[src/rtl/uart_tx.sv]
// Byte-wide UART transmitter: start, 8 data bits LSB first, parity, stop, with a one-entry
// holding buffer. Define UART_TX_TWO_STOP_EN to append a second stop bit (12-period frame).
module uart_tx #(
  parameter bit PARITY_ODD = 1'b0
) (
  input  logic       clk,
  input  logic       rst,
  input  logic       baud_tick,
  input  logic [7:0] tx_data,
  input  logic       tx_valid,
  output logic       tx_ready,
  output logic       tx,
  output logic       busy,
  output logic       tx_done
);

  typedef enum logic [2:0] {
    StIdle,
    StStart,
    StData,
    StParity,
`ifdef UART_TX_TWO_STOP_EN
    StStop,
    StStop2
`else
    StStop
`endif
  } state_e;

  state_e     state_q, state_d;
  logic [7:0] buf_q, buf_d;
  logic       buf_full_q, buf_full_d;
  logic [7:0] shift_q, shift_d;
  logic [2:0] cnt_q, cnt_d;
  logic       tx_q, tx_d;
  logic       done_q, done_d;
  logic       frame_end;
  logic       load_frame;

  always_comb begin
    state_d    = state_q;
    buf_d      = buf_q;
    buf_full_d = buf_full_q;
    shift_d    = shift_q;
    cnt_d      = cnt_q;
    tx_d       = tx_q;
    done_d     = 1'b0;
    frame_end  = 1'b0;
    load_frame = 1'b0;

    // Accept and hand-off are mutually exclusive: both are qualified by buf_full_q.
    if (tx_valid && !buf_full_q) begin
      buf_d      = tx_data;
      buf_full_d = 1'b1;
    end

    if (baud_tick) begin
      unique case (state_q)
        StIdle: begin
          if (buf_full_q) begin
            load_frame = 1'b1;
          end
        end
        StStart: begin
          tx_d    = shift_q[0];
          cnt_d   = 3'd0;
          state_d = StData;
        end
        StData: begin
          if (cnt_q == 3'd7) begin
            tx_d    = (^shift_q) ^ PARITY_ODD;
            state_d = StParity;
          end else begin
            tx_d  = shift_q[cnt_q + 3'd1];
            cnt_d = cnt_q + 3'd1;
          end
        end
        StParity: begin
          tx_d    = 1'b1;
          state_d = StStop;
        end
`ifdef UART_TX_TWO_STOP_EN
        StStop: begin
          state_d = StStop2;
        end
        StStop2: begin
          frame_end = 1'b1;
        end
`else
        StStop: begin
          frame_end = 1'b1;
        end
`endif
        default: begin
          state_d = StIdle;
        end
      endcase
    end

    // Last stop period ends: chain straight into a queued byte, otherwise go idle.
    if (frame_end) begin
      done_d = 1'b1;
      if (buf_full_q) begin
        load_frame = 1'b1;
      end else begin
        state_d = StIdle;
      end
    end

    if (load_frame) begin
      tx_d       = 1'b0;
      shift_d    = buf_q;
      buf_full_d = 1'b0;
      state_d    = StStart;
    end
  end

  always_ff @(posedge clk) begin
    if (rst) begin
      state_q    <= StIdle;
      buf_q      <= 8'h00;
      buf_full_q <= 1'b0;
      shift_q    <= 8'h00;
      cnt_q      <= 3'd0;
      tx_q       <= 1'b1;
      done_q     <= 1'b0;
    end else begin
      state_q    <= state_d;
      buf_q      <= buf_d;
      buf_full_q <= buf_full_d;
      shift_q    <= shift_d;
      cnt_q      <= cnt_d;
      tx_q       <= tx_d;
      done_q     <= done_d;
    end
  end

  assign tx       = tx_q;
  assign tx_ready = !buf_full_q;
  assign busy     = (state_q != StIdle);
  assign tx_done  = done_q;

endmodule

[config.mk]
export PLATFORM = sky130hd
export DESIGN_NAME = uart_tx
export DESIGN_NICKNAME = d
export VERILOG_FILES = /design/src/rtl/uart_tx.sv
export SDC_FILE = /design/constraint.sdc
export NUM_CORES = 1
export LEC_CHECK = 0
export BUFFER_PORTS_ARGS = -buffer_cell sky130_fd_sc_hd__clkbuf_2
export CORE_AREA = 2 2 52 54
export DETAILED_ROUTE_END_ITERATION = 10
export DIE_AREA = 0 0 54 56
export GPL_TIMING_DRIVEN = 0
export PLACE_DENSITY_LB_ADDON = 0.2
export SLEW_MARGIN = 20
export SYNTH_ARGS = -nofsm -noshare
export SYNTH_HDL_FRONTEND = slang
export SYNTH_SLANG_ARGS = --single-unit
[constraint.sdc]
create_clock -name clk -period 1.6 [get_ports clk]
set_input_delay 0.32 -clock clk [delete_from_list [all_inputs] [get_ports clk]]
set_output_delay 0.32 -clock clk [all_outputs]
set_load 0.01 [all_outputs]
### Word level (Yosys, flattened, before mapping)

Cells that the tools add are included.

| word-level totals | value |
|---|---|
| register bits after elaboration | 25 |
| output and inout port bits | 4 |
| input bits | 12 |
| word-level logic and storage cells | 50 |

| operators by class | value |
|---|---|
| equality and inequality tests | 6 |
| order comparisons | 1 |
| reduce and logical (&&, ||, !) cells | 12 |
| add/subtract/negate cells | 1 |
| mux-type cells | 22 |

Operators with widths:

| operator | number |
|---|---|
| $mux W3 | 5 |
| $mux W1 | 13 |
| $pmux W3 S4 | 1 |
| $reduce_xor A8 Y1 | 1 |
| $eq A3 B2 Y1 const B | 2 |
| $eq A3 B3 Y1 const B | 2 |
| $pmux W3 S2 | 1 |
| $lt A3 B4 Y1 const B | 1 |
| $reduce_bool A2 Y1 | 2 |
| $reduce_bool A4 Y1 | 1 |
| $reduce_or A2 Y1 | 2 |
| $add A3 B1 Y3 const B | 1 |
| $bmux W1 S3 | 1 |
| $eq A3 B1 Y1 const B | 1 |
| $logic_not A3 Y1 | 1 |
| $pmux W1 S3 | 1 |
| $reduce_and A3 Y1 | 1 |
| $reduce_bool A3 Y1 | 1 |
| $ne A2 B2 Y1 const B | 1 |
| $reduce_and A2 Y1 | 1 |
| $logic_and A1 B1 Y1 | 1 |
| $logic_not A1 Y1 | 1 |

### Depth between registers and ports, before layout

Gate-level depths: netlist of run 1.

| logic depth | value |
|---|---|
| depth after elaboration | 7 |
| mapped depth | 7 |
| depth with buffers taken out | 7 |

### Worst setup path after synthesis of run 1

No wires, ideal clock.

| timing | value |
|---|---|
| path type | flip-flop to flip-flop |
| from | register cnt_q[0] |
| to | register tx_q, in the netlist tx |
| setup time | 119 ps |
| arrival | 1,652 ps |
| cell stages (with the launch flop) | 7 |
| path buffers | 0 |
| required time | 1,481 ps |
| slack | -171 ps |
| period minus slack after synthesis | 1,771 ps |
| path through | dfxtp_1 -> ha_1 -> mux4_2 -> o22ai_1 -> a311oi_1 -> a211oi_1 -> o21ai_1 |

| between the ends | value |
|---|---|
| longest elaborated chain between the ends | 7 |
| elaborated cells on any way between the ends | 8 |
| classes of those cells | 1 x add/sub; 1 x eq/ne; 6 x mux |

Ends and longest elaborated chain:

| item | RTL line | RTL |
|---|---|---|
| start: declaration | 34 | `logic [2:0] cnt_q, cnt_d;` |
| start signal: assignment | 132 | `cnt_q <= cnt_d;` |
| $add A3 B1 Y3 | 74 | `tx_d = shift_q[cnt_q + 3'd1];` |
| $bmux W1 S3 | 74 |  |
| $mux W1 (implied by the code) | 74 |  |
| $mux W1 (*) | 70 | `if (cnt_q == 3'd7) begin` |
| $pmux W1 S3 (*) | 58 | `unique case (state_q)` |
| $mux W1 (*) | 57 | `if (baud_tick) begin` |
| $mux W1 (*) | 110 | `if (load_frame) begin` |
| end signal: assignment | 133 | `tx_q <= tx_d;` |
| end: declaration | 35 | `logic tx_q, tx_d;` |

Mark *: on every way between the ends. The rest lies on a longest branch, timed or not. The select of a mux whose other input is x is not followed.
A chain may end at the register's enable or synchronous reset.

### Final worst setup path of run 1

Ends and elaborated chain as after synthesis.

==> results of run 1 <==
[final cells by class]
class	instances	share of cell area, %
Multi-Input combinational cell	98	47.2
Sequential cell	25	37.2
Timing Repair Buffer	19	7.85
Tap cell	30	2.74
Clock buffer	3	1.64
Buffer	5	1.64
Inverter	4	1.10
Clock inverter	1	0.639
[through the flow]
| step | instance area [sq um] | total power [W] | setup slack (ns) |
|---|---|---|---|
| after floorplan | 1160 | 0.000765 | -0.0461 |
| after detailed placement | 1260 | 0.000806 | -0.151 |
| after CTS | 1300 | 0.00111 | -0.170 |
| after global routing | 1370 | 0.00116 | -0.290 |
| after global placement | 1260 | 0.000801 | -0.124 |
| final | 1370 | 0.00110 | -0.206 |
[layer usage]
metal	share of wire [%]	global-route usage [%]	routed length [microns]
met5	0	0	0
met4	0.53	2.14	12
met3	3.1	4.84	69
met2	51	26.0	1140
met1	46	22.0	1030
[power breakdown]
| part | switching, W | internal [W] |
|---|---|---|
| Clock | 0.000207 | 0.000102 |
| Combinational | 0.0000690 | 0.0000633 |
| Sequential | 0.0000196 | 0.000644 |
| Total | 0.000295 | 0.000809 |
[logic make-up (layout without fill, tap and decap cells)]
group           count (synthesis)  count (layout)
simple gates                   55              55
mux                            12              12
compound gates                 22              22
flops                          25              25
buf+inv                        11              32
xor+xnor                        7               7
fa+ha+maj                       2               2
[sequential cells by signal (all words and copies together) (netlist names)]
signal      flops
buf_q           8
shift_q         8
cnt_q           3
state_q         3
buf_full_q      1
tx              1
tx_done         1
[what timing repair did]
| item | CTS | global route |
|---|---|---|
| setup endpoints to repair | 5 | 5 |
| pin swaps | 0 | 8 |
| gates resized for setup | 4 | 7 |
| buffers inserted | 1 | 4 |
[worst paths after layout]
kind              slack, ns  startpoint    endpoint
hold / removal         0.22  tx_data[3]    buf_q[3]
setup / recovery      -0.21    cnt_q[0]          tx
hold reg to reg        0.47    buf_q[7]  shift_q[7]
setup reg to reg      -0.21    cnt_q[0]          tx
[layout by cell type (no fill, tap or decap), types with 2 or more instances in the layout]
master | synthesis | final
nand3_1 | 2 | 2
ha_4 | 0 | 2
mux2i_1 | 10 | 10
clkbuf_2 | 0 | 14
buf_4 | 1 | 5
buf_2 | 4 | 3
dfxtp_4 | 0 | 2
or3_1 | 4 | 4
a21oi_1 | 16 | 15
nor2_1 | 13 | 13
dfxtp_1 | 25 | 22
nor2b_1 | 2 | 2
xnor2_1 | 6 | 6
clkbuf_1 | 2 | 2
nand2b_1 | 3 | 3
clkbuf_4 | 0 | 3
inv_1 | 4 | 4
nand2_1 | 23 | 23
nor3_1 | 3 | 3
[synth_stat cells (all sizes together)]
cell    instances
o22ai           1
ha              2
nand2b          3
xor2            1
a21oi          16
nor2b           2
mux2            1
nor3            3
mux4            1
a311oi          1
nor3b           1
nand3           2
nand2          23
or3             4
a21o            1
nor2           13
xnor2           6
dfxtp          25
o21ai           2
nand3b          1
buf             5
and3            1
clkbuf          2
and2b           1
a211oi          1
mux2i          10
inv             4
or2             1
[worst register-to-register path: stages (launching register included)]
cell      delay [ns]
dfxtp_4         0.39
ha_4            0.28
mux4_2          0.51
o22ai_2         0.19
a311oi_2        0.06
a211oi_2        0.20
o21ai_1         0.08
==> flow_metrics.py, run 1 <==
metrics = {
    "routing": {
        "dr.pass1.iters": 4,
        "via_count": 922,
        "ant_nets": 0,
        "post_drt_via_cell_ratio": 4.98,
        "drt_wl_total_microns": 2250,
        "drt_first_iter_violations": 15,
        "wl_per_cell_microns": 12.2,
        "drc_errors": 0,
    },
    "cts": {
        "cts_sinks": 25,
        "cts_max_path_buffers": 2,
        "cts_tree": "built",
        "root_buffer": "clkbuf_4",
        "h-tree-depth": 1,
        "clkTransAtPathRegs_ns": 0.15,
        "cts_buffers": 3,
        "holdBufCountCts": 0,
        "clock_latency_ns": 0.32,
    },
    "yosys": {
        "synth.distinct_cells": 29,
        "syn_area_per_cell_sq_um": 8.52,
        "synth_nets": 148,
        "synth_top_family_by_area": "simple AND/OR/NAND/NOR gates",
        "yosys.area.top_type": "dfxtp_1",
        "muxShareOfSynthArea_pct": 11.7,
        "ys_seq_elements": 25,
        "synth-seq-area-share_pct": 43.8,
        "synth_area_sq_mm": 0.00114,
        "synthSimpleGateAreaFrac_pct": 22.0,
        "yosysTopAreaCellShare_pct": 43.8,
        "synth_compound_area_share_pct": 10.5,
        "syn_inst": 134,
        "synthAdderAreaFrac_pct": 2.19,
        "synth-xor-area-share_pct": 5.37,
        "synthTopCellsByArea": "dfxtp_1 44%, mux2i_1 8.8%, nand2_1 7.6%",
        "synth_warnings": 0,
    },
    "place": {
        "placed_cells": 178,
        "port_buffers": 14,
        "place_congestion": 0.790,
        "dpl.hpwl_microns": 1620,
    },
    "timing": {
        "rsz0062_at_grt": "true",
        "hold-worst-slack_ns": 0.216,
        "worst_pin_slew_ns": 0.527,
        "fmax_mhz": 554,
        "skew_ns": 0.00146,
        "worst_slack_ns": -0.206,
        "setup-violations-final": 1,
        "fin_crit_sh_pct": 113,
        "final.min_clock_period_ns": 1.81,
        "slew_headroom_pct": 64.9,
        "timing.setup.tns_ns": -0.206,
        "final-hold-violation-count": 0,
        "drv_slew": 0,
    },
    "layout": {
        "multiInputGateArea_sq_um": 647,
        "diodes": 0,
        "post-route-util_pct": 56.3,
        "final_nets": 170,
        "num-fill-cells": 238,
        "fin_cells": 185,
        "seq_area_sq_um": 509,
        "area_growth_pct": 19.9,
        "drive_above_1_share_pct": 25.8,
    },
    "critical_path": {
        "worstPathArrival_ns": 2.04,
        "start_kind": "flop",
        "critical_path_class": "reg2reg",
        "reg2reg_depth": 6,
        "path_delay_family": "compound AO/OA/AOI/OAI gates",
        "crit_chain": "ha_4 -> mux4_2 -> o22ai_2 -> a311oi_2 -> a211oi_2 -> o21ai_1",
        "cp.buffers_inverters": 0,
        "crit_fanout": 5,
        "critPathSlowestCell": "mux4_2",
        "cp.required_ns": 1.84,
        "cp.depth": 6,
        "cp_slowest_stage_delay_ns": 0.51,
        "end_kind": "flop",
    },
    "grt": {
        "antenna_found_initial": 0,
        "grt_pass1_vias": 877,
        "gr-usage-all-layers_pct": 16.3,
        "grt_max_degree": 17,
        "grt_first_pass_wirelength_microns": 3770,
        "grt_overflow": 0,
    },
    "floorplanning": {
        "ioPinCount": 16,
        "dieArea_sq_mm": 0.00302,
        "die_w_microns": 54,
        "fp.coreArea_sq_mm": 0.00243,
        "die_y_microns": 56,
        "rows": 18,
        "start_util_pct": 47.0,
    },
    "run": {
        "maxCapViolations": 0,
    },
    "pwr": {
        "p_leak_nw": 0.539,
        "power_density_mw_per_mm2": 806,
        "ir_worst_vdd_mv": 0.896,
    },
    "outcome": {
        "violations": "negative setup slack",
        "outcome": "finished with violations",
    },
    "hold_path": {
        "hp-class": "in2reg",
        "holdPathStages": 3,
    },
}
Note: power is estimated with default switching activity, not from simulation.
==> run 2: changes to the inputs <==
CORE_AREA = 2 2 48 50   (was 2 2 52 54)
DIE_AREA = 0 0 50 52   (was 0 0 54 56)
clock period = 2.3 ns   (was 1.6 ns; I/O delays follow)
==> run 2 against run 1 <==
Effect of this change: the flow now finishes without violations; fmax down 5.3%; worst hold slack better by 0.16 ns; routed wire length is 7.7% lower; first-iteration DRC count fell by 33%; die area shrank 14%; clock power fell by 37%; power shrank 33%; sequential power fell by 31%; non-clock buffer count is 3 lower; register-to-register slack better by 0.60 ns.
==> flow_metrics.py, run 2 (synthesized netlist as in run 1, its figures left out) <==
metrics = {
    "routing": {
        "via_count": 914,
        "drt_wl_total_microns": 2080,
        "post_drt_via_cell_ratio": 5.08,
        "drc_errors": 0,
        "ant_nets": 0,
        "drt_first_iter_violations": 10,
        "dr.pass1.iters": 4,
        "wl_per_cell_microns": 11.6,
    },
    "layout": {
        "diodes": 0,
        "fin_cells": 180,
        "mostFrequentLayoutCells": "25 x dfxtp_1, 23 x nand2_1, 16 x a21oi_1",
        "drive_above_1_share_pct": 17.1,
        "area_growth_pct": 11.6,
        "top_regs": "buf_q (8), shift_q (8)",
        "final_nets": 167,
        "post-route-util_pct": 60.5,
        "final_common_cell": "dfxtp_1",
    },
    "critical_path": {
        "crit_start": "cnt_q[0]",
        "crit_fanout": 5,
        "regToRegStartpoint": "cnt_q[0]",
        "critical_path_class": "reg2reg",
        "start_kind": "flop",
        "end_kind": "flop",
        "cp.required_ns": 2.52,
        "worstPathArrival_ns": 2.13,
    },
    "grt": {
        "antenna_found_initial": 0,
        "grt_overflow": 0,
        "gr-usage-all-layers_pct": 18.6,
        "grt_max_degree": 15,
        "grt_pass1_vias": 859,
        "grt_first_pass_wirelength_microns": 3630,
    },
    "cts": {
        "clkTransAtPathRegs_ns": 0.14,
        "cts_resized": 0,
        "cts_tree": "built",
        "root_buffer": "clkbuf_4",
        "postCtsSetupBuffers": 0,
        "h-tree-depth": 1,
        "holdBufCountCts": 0,
        "clock_latency_ns": 0.31,
        "cts_sinks": 25,
        "cts_max_path_buffers": 2,
        "cts_buffers": 3,
    },
    "outcome": {
        "outcome": "finished clean",
    },
    "floorplanning": {
        "fp.coreArea_sq_mm": 0.00211,
        "rows": 17,
        "die_y_microns": 52,
        "ioPinCount": 16,
        "die_w_microns": 50,
        "dieArea_sq_mm": 0.00260,
        "start_util_pct": 54.2,
    },
    "timing": {
        "timing.setup.tns_ns": 0,
        "final.min_clock_period_ns": 1.91,
        "drv_slew": 0,
        "fmax_mhz": 524,
        "hold-worst-slack_ns": 0.377,
        "skew_ns": 0.00624,
        "slew_headroom_pct": 67.4,
        "setup-violations-final": 0,
        "final-hold-violation-count": 0,
        "fin_crit_sh_pct": 82.9,
        "worst_pin_slew_ns": 0.489,
        "rsz0062_at_grt": "false",
    },
    "pwr": {
        "power_density_mw_per_mm2": 585,
        "seq_power_share_pct": 61.7,
        "pwr-share-comb_pct": 12.2,
        "p_sw_w": 0.000190,
        "p_int_w": 0.000556,
        "p_leak_nw": 0.514,
        "ir_worst_vdd_mv": 0.400,
        "clockPowerShare_pct": 26.1,
        "swShare_pct": 25.4,
    },
    "run": {
        "maxCapViolations": 0,
    },
    "place": {
        "placed_cells": 176,
        "place_congestion": 0.797,
        "dpl.hpwl_microns": 1580,
        "port_buffers": 14,
    },
    "hold_path": {
        "worstHoldStart": "tx_data[7]",
        "hp-class": "in2reg",
    },
}
[run 2: area by class of cell]
| class | count | area [sq um] |
|---|---|---|
| repair buffers | 14 | 70.1 |
| flip-flops and latches | 25 | 500 |
| fillers | 207 | 831 |
| clock buffers | 3 | 22.5 |
| clock inverters | 1 | 5.00 |
| multi-input cells | 98 | 592 |
| well taps | 28 | 35.0 |
| plain buffers | 7 | 35.0 |
| inverters | 4 | 15.0 |
[run 2: final timing paths]
kind / endpoint / depth (start not counted) / slack, ns
worst min register to register: shift_q[6] / 2 / 0.46
worst max register to register: tx / 6 / 0.39
worst min-delay path: buf_q[7] / 3 / 0.38
worst max-delay path: tx / 6 / 0.39
[run 2: worst max-delay path: stages, from the launching register on]
cell      delay (ns)
dfxtp_1         0.37
ha_1            0.38
mux4_2          0.51
o22ai_1         0.18
a311oi_1        0.08
a211oi_1        0.21
o21ai_1         0.08
[run 2: power by group through the flow]
stage                     combinational, W  clock (W)  sequential, W
after CTS                        0.0000917   0.000199       0.000460
after floorplan                  0.0000645          0       0.000468
after global routing              0.000102   0.000218       0.000462
final                            0.0000906   0.000195       0.000460
after detailed placement         0.0000915          0       0.000470
after global placement           0.0000885          0       0.000469
[run 2: metal layers]
layer | vias up | global-route usage, % | wire, microns
met2 | 8 | 33.1 | 1040
li1 | 482 | - | -
met4 | 0 | 10.2 | 23
met1 | 422 | 20.8 | 975
met3 | 2 | 3.45 | 42
met5 | - | 0 | 0
[run 2: per-stage QoR]
step / area, sq um / worst slack, ns / total power, W
6_report: 1270 / 0.393 / 0.000745
5_1_grt: 1270 / 0.281 / 0.000782
4_1_cts: 1270 / 0.388 / 0.000751
3_5_place_dp: 1250 / 0.407 / 0.000561
3_3_place_gp: 1250 / 0.443 / 0.000557
2_1_floorplan: 1140 / 0.529 / 0.000532
==> run 3: changes to the inputs <==
ABC_AREA = 1   (was unset)
CORE_AREA = 2 2 54 56   (was 2 2 48 50)
DIE_AREA = 0 0 56 58   (was 0 0 50 52)
clock period = 1.7 ns   (was 2.3 ns; I/O delays follow)
==> run 3 against run 2 <==
Effect of this change: core utilization shrank 6.8 points; setup slack worse by 0.16 ns; worst hold slack got worse by 0.13 ns; non-clock buffer count decreased by 4; sequential power increased by 41%.
==> flow_metrics.py, run 3 <==
metrics = {
    "grt": {
        "grtUsageMet2_pct": 29.2,
        "busiest_layer": "met2",
        "grt_overflow": 0,
        "met3_usage_pct": 2.90,
        "grt_max_degree": 14,
        "grtUsageMet1_pct": 21.5,
        "grt_first_pass_wirelength_microns": 4510,
        "gr-usage-all-layers_pct": 16.9,
        "grt_pass1_vias": 1139,
        "antenna_found_initial": 0,
    },
    "floorplanning": {
        "die_w_microns": 56,
        "rows": 19,
        "ioPinCount": 16,
        "fp.coreArea_sq_mm": 0.00266,
        "dieArea_sq_mm": 0.00325,
        "die_y_microns": 58,
        "start_util_pct": 48.5,
    },
    "yosys": {
        "synth_area_sq_mm": 0.00129,
        "synth-seq-area-share_pct": 38.8,
        "synth_nets": 207,
        "synthTopCellsByArea": "dfxtp_1 39%, nand2_1 16%, nor2_1 7.6%",
        "synth_warnings": 0,
        "syn_area_per_cell_sq_um": 6.69,
        "async_flop_share_pct": 0,
        "synthFlopType": "dfxtp_1",
        "synth_edf_count": 0,
        "synth_common_cells": "56 x nand2_1, 26 x nor2_1, 25 x dfxtp_1",
        "synth.most_common_cell": "nand2_1",
        "yosys.area.top_type": "dfxtp_1",
        "syn_inst": 193,
        "yosysTopAreaCellShare_pct": 38.8,
        "synth.distinct_cells": 23,
        "ys_seq_elements": 25,
    },
    "timing": {
        "worst_pin_slew_ns": 0.475,
        "drv_slew": 0,
        "final.min_clock_period_ns": 1.47,
        "skew_ns": 0.00142,
        "final-hold-violation-count": 0,
        "fin_crit_sh_pct": 86.4,
        "fmax_mhz": 681,
        "slew_headroom_pct": 68.2,
        "timing.setup.tns_ns": 0,
        "setup-violations-final": 0,
        "rsz0062_at_grt": "false",
    },
    "cts": {
        "cts_resized": 0,
        "cts_buffers": 3,
        "root_buffer": "clkbuf_4",
        "h-tree-depth": 1,
        "postCtsSetupBuffers": 0,
        "clkTransAtPathRegs_ns": 0.13,
        "clock_latency_ns": 0.30,
        "cts_sinks": 25,
        "cts_max_path_buffers": 2,
        "cts_tree": "built",
        "holdBufCountCts": 0,
    },
    "routing": {
        "drc_errors": 0,
        "wl_per_cell_microns": 10.0,
        "dr.pass1.iters": 4,
        "post_drt_via_cell_ratio": 5.10,
        "drt_first_iter_violations": 40,
        "via_count": 1240,
        "ant_nets": 0,
        "drt_wl_total_microns": 2430,
    },
    "place": {
        "port_buffers": 15,
        "placed_area_sq_mm": 0.00141,
        "place_congestion": 0.912,
        "dpl.hpwl_microns": 1970,
    },
    "critical_path": {
        "cp.required_ns": 1.36,
        "start_kind": "flop",
        "regToRegStartpoint": "cnt_q[0]",
        "end_kind": "output pin",
        "crit_fanout": 4,
        "critical_path_class": "reg2out",
        "crit_start": "state_q[0]",
        "worstPathArrival_ns": 1.13,
    },
    "outcome": {
        "outcome": "finished clean",
    },
    "hold_path": {
        "hp-class": "in2reg",
        "worstHoldStart": "tx_data[7]",
    },
    "pwr": {
        "p_leak_nw": 0.684,
        "ir_worst_vdd_mv": 0.537,
        "power_density_mw_per_mm2": 768,
    },
    "layout": {
        "final_nets": 227,
        "seq_area_sq_um": 500,
        "final_area_sq_mm": 0.00143,
        "drive_above_1_share_pct": 17.5,
        "diodes": 0,
        "mostFrequentLayoutCells": "56 x nand2_1, 26 x nor2_1, 25 x dfxtp_1",
        "final_common_cell": "nand2_1",
        "multiInputGateArea_sq_um": 682,
        "top_regs": "buf_q (8), shift_q (8)",
        "num-fill-cells": 292,
        "area_growth_pct": 10.9,
    },
    "run": {
        "maxCapViolations": 0,
    },
}
==> run 3: cell count changes after synthesis, sizes merged, moves of 5 or more <==
cell	previous run	this run
nand2	23	59
inv	4	25
o21ai	2	19
nor2	13	29
mux2i	10	0
nand3	2	10
xnor2	6	1
==> run 3: layout make-up <==
class                           instances  share of cell area (%)
Multi-Input combinational cell        141                    47.6
Sequential cell                        25                    35.0
Inverter                               25                    6.56
Timing Repair Buffer                   15                    5.24
Tap cell                               31                    2.71
Clock buffer                            4                    1.84
Buffer                                  2                    1.05
==> run 3: worst max-delay path, stage by stage, from the launching register on <==
cell,delay (ns)
dfxtp_1,0.37
nor2_2,0.23
nand2_1,0.09
clkbuf_2,0.13
==> run 3: cell families (layout without fill, tap and decap cells) <==
group	after synthesis	after routing	synth area share [%]
simple gates	103	103	35.3
compound gates	35	35	14.9
buf+inv	27	46	8.43
flops	25	25	38.8
fa+ha+maj	2	2	1.94
xor+xnor	1	1	0.678
==> run 3: through the flow <==
step	instances	total power [W]	worst slack (ns)	util, %	hold slack, ns
after detailed placement	239	0.000859	0.262	52.8	0.472
after global placement	239	0.000851	0.261	52.8	0.463
after floorplan	193	0.000803	0.369	-	0.409
final	243	0.00110	0.231	53.8	0.246
after CTS	243	0.00111	0.232	53.8	0.243
after global routing	243	0.00118	0.145	53.8	0.235
==> run 3: routing by layer <==
layer	up-vias	routed length, microns
li1	658	-
met1	553	1130
met2	23	1190
met3	6	80
met4	0	34
met5	-	0
==> run 3: report_power, final <==
part / total (W) / switching [W] / internal [W] / leakage [nW]
Sequential: 0.000650 / 0.0000281 / 0.000622 / 0.205
Combinational: 0.000196 / 0.000120 / 0.0000755 / 0.464
Clock: 0.000254 / 0.000162 / 0.0000915 / 0.0150
Total: 0.00110 / 0.000311 / 0.000788 / 0.684
==> run 3: worst paths after layout <==
kind | end | slack, ns | depth (start not counted)
hold reg to reg | cnt_q[1] | 0.48 | 2
setup reg to reg | tx | 0.24 | 7
hold / removal | buf_q[7] | 0.25 | 3
setup / recovery | busy | 0.23 | 3
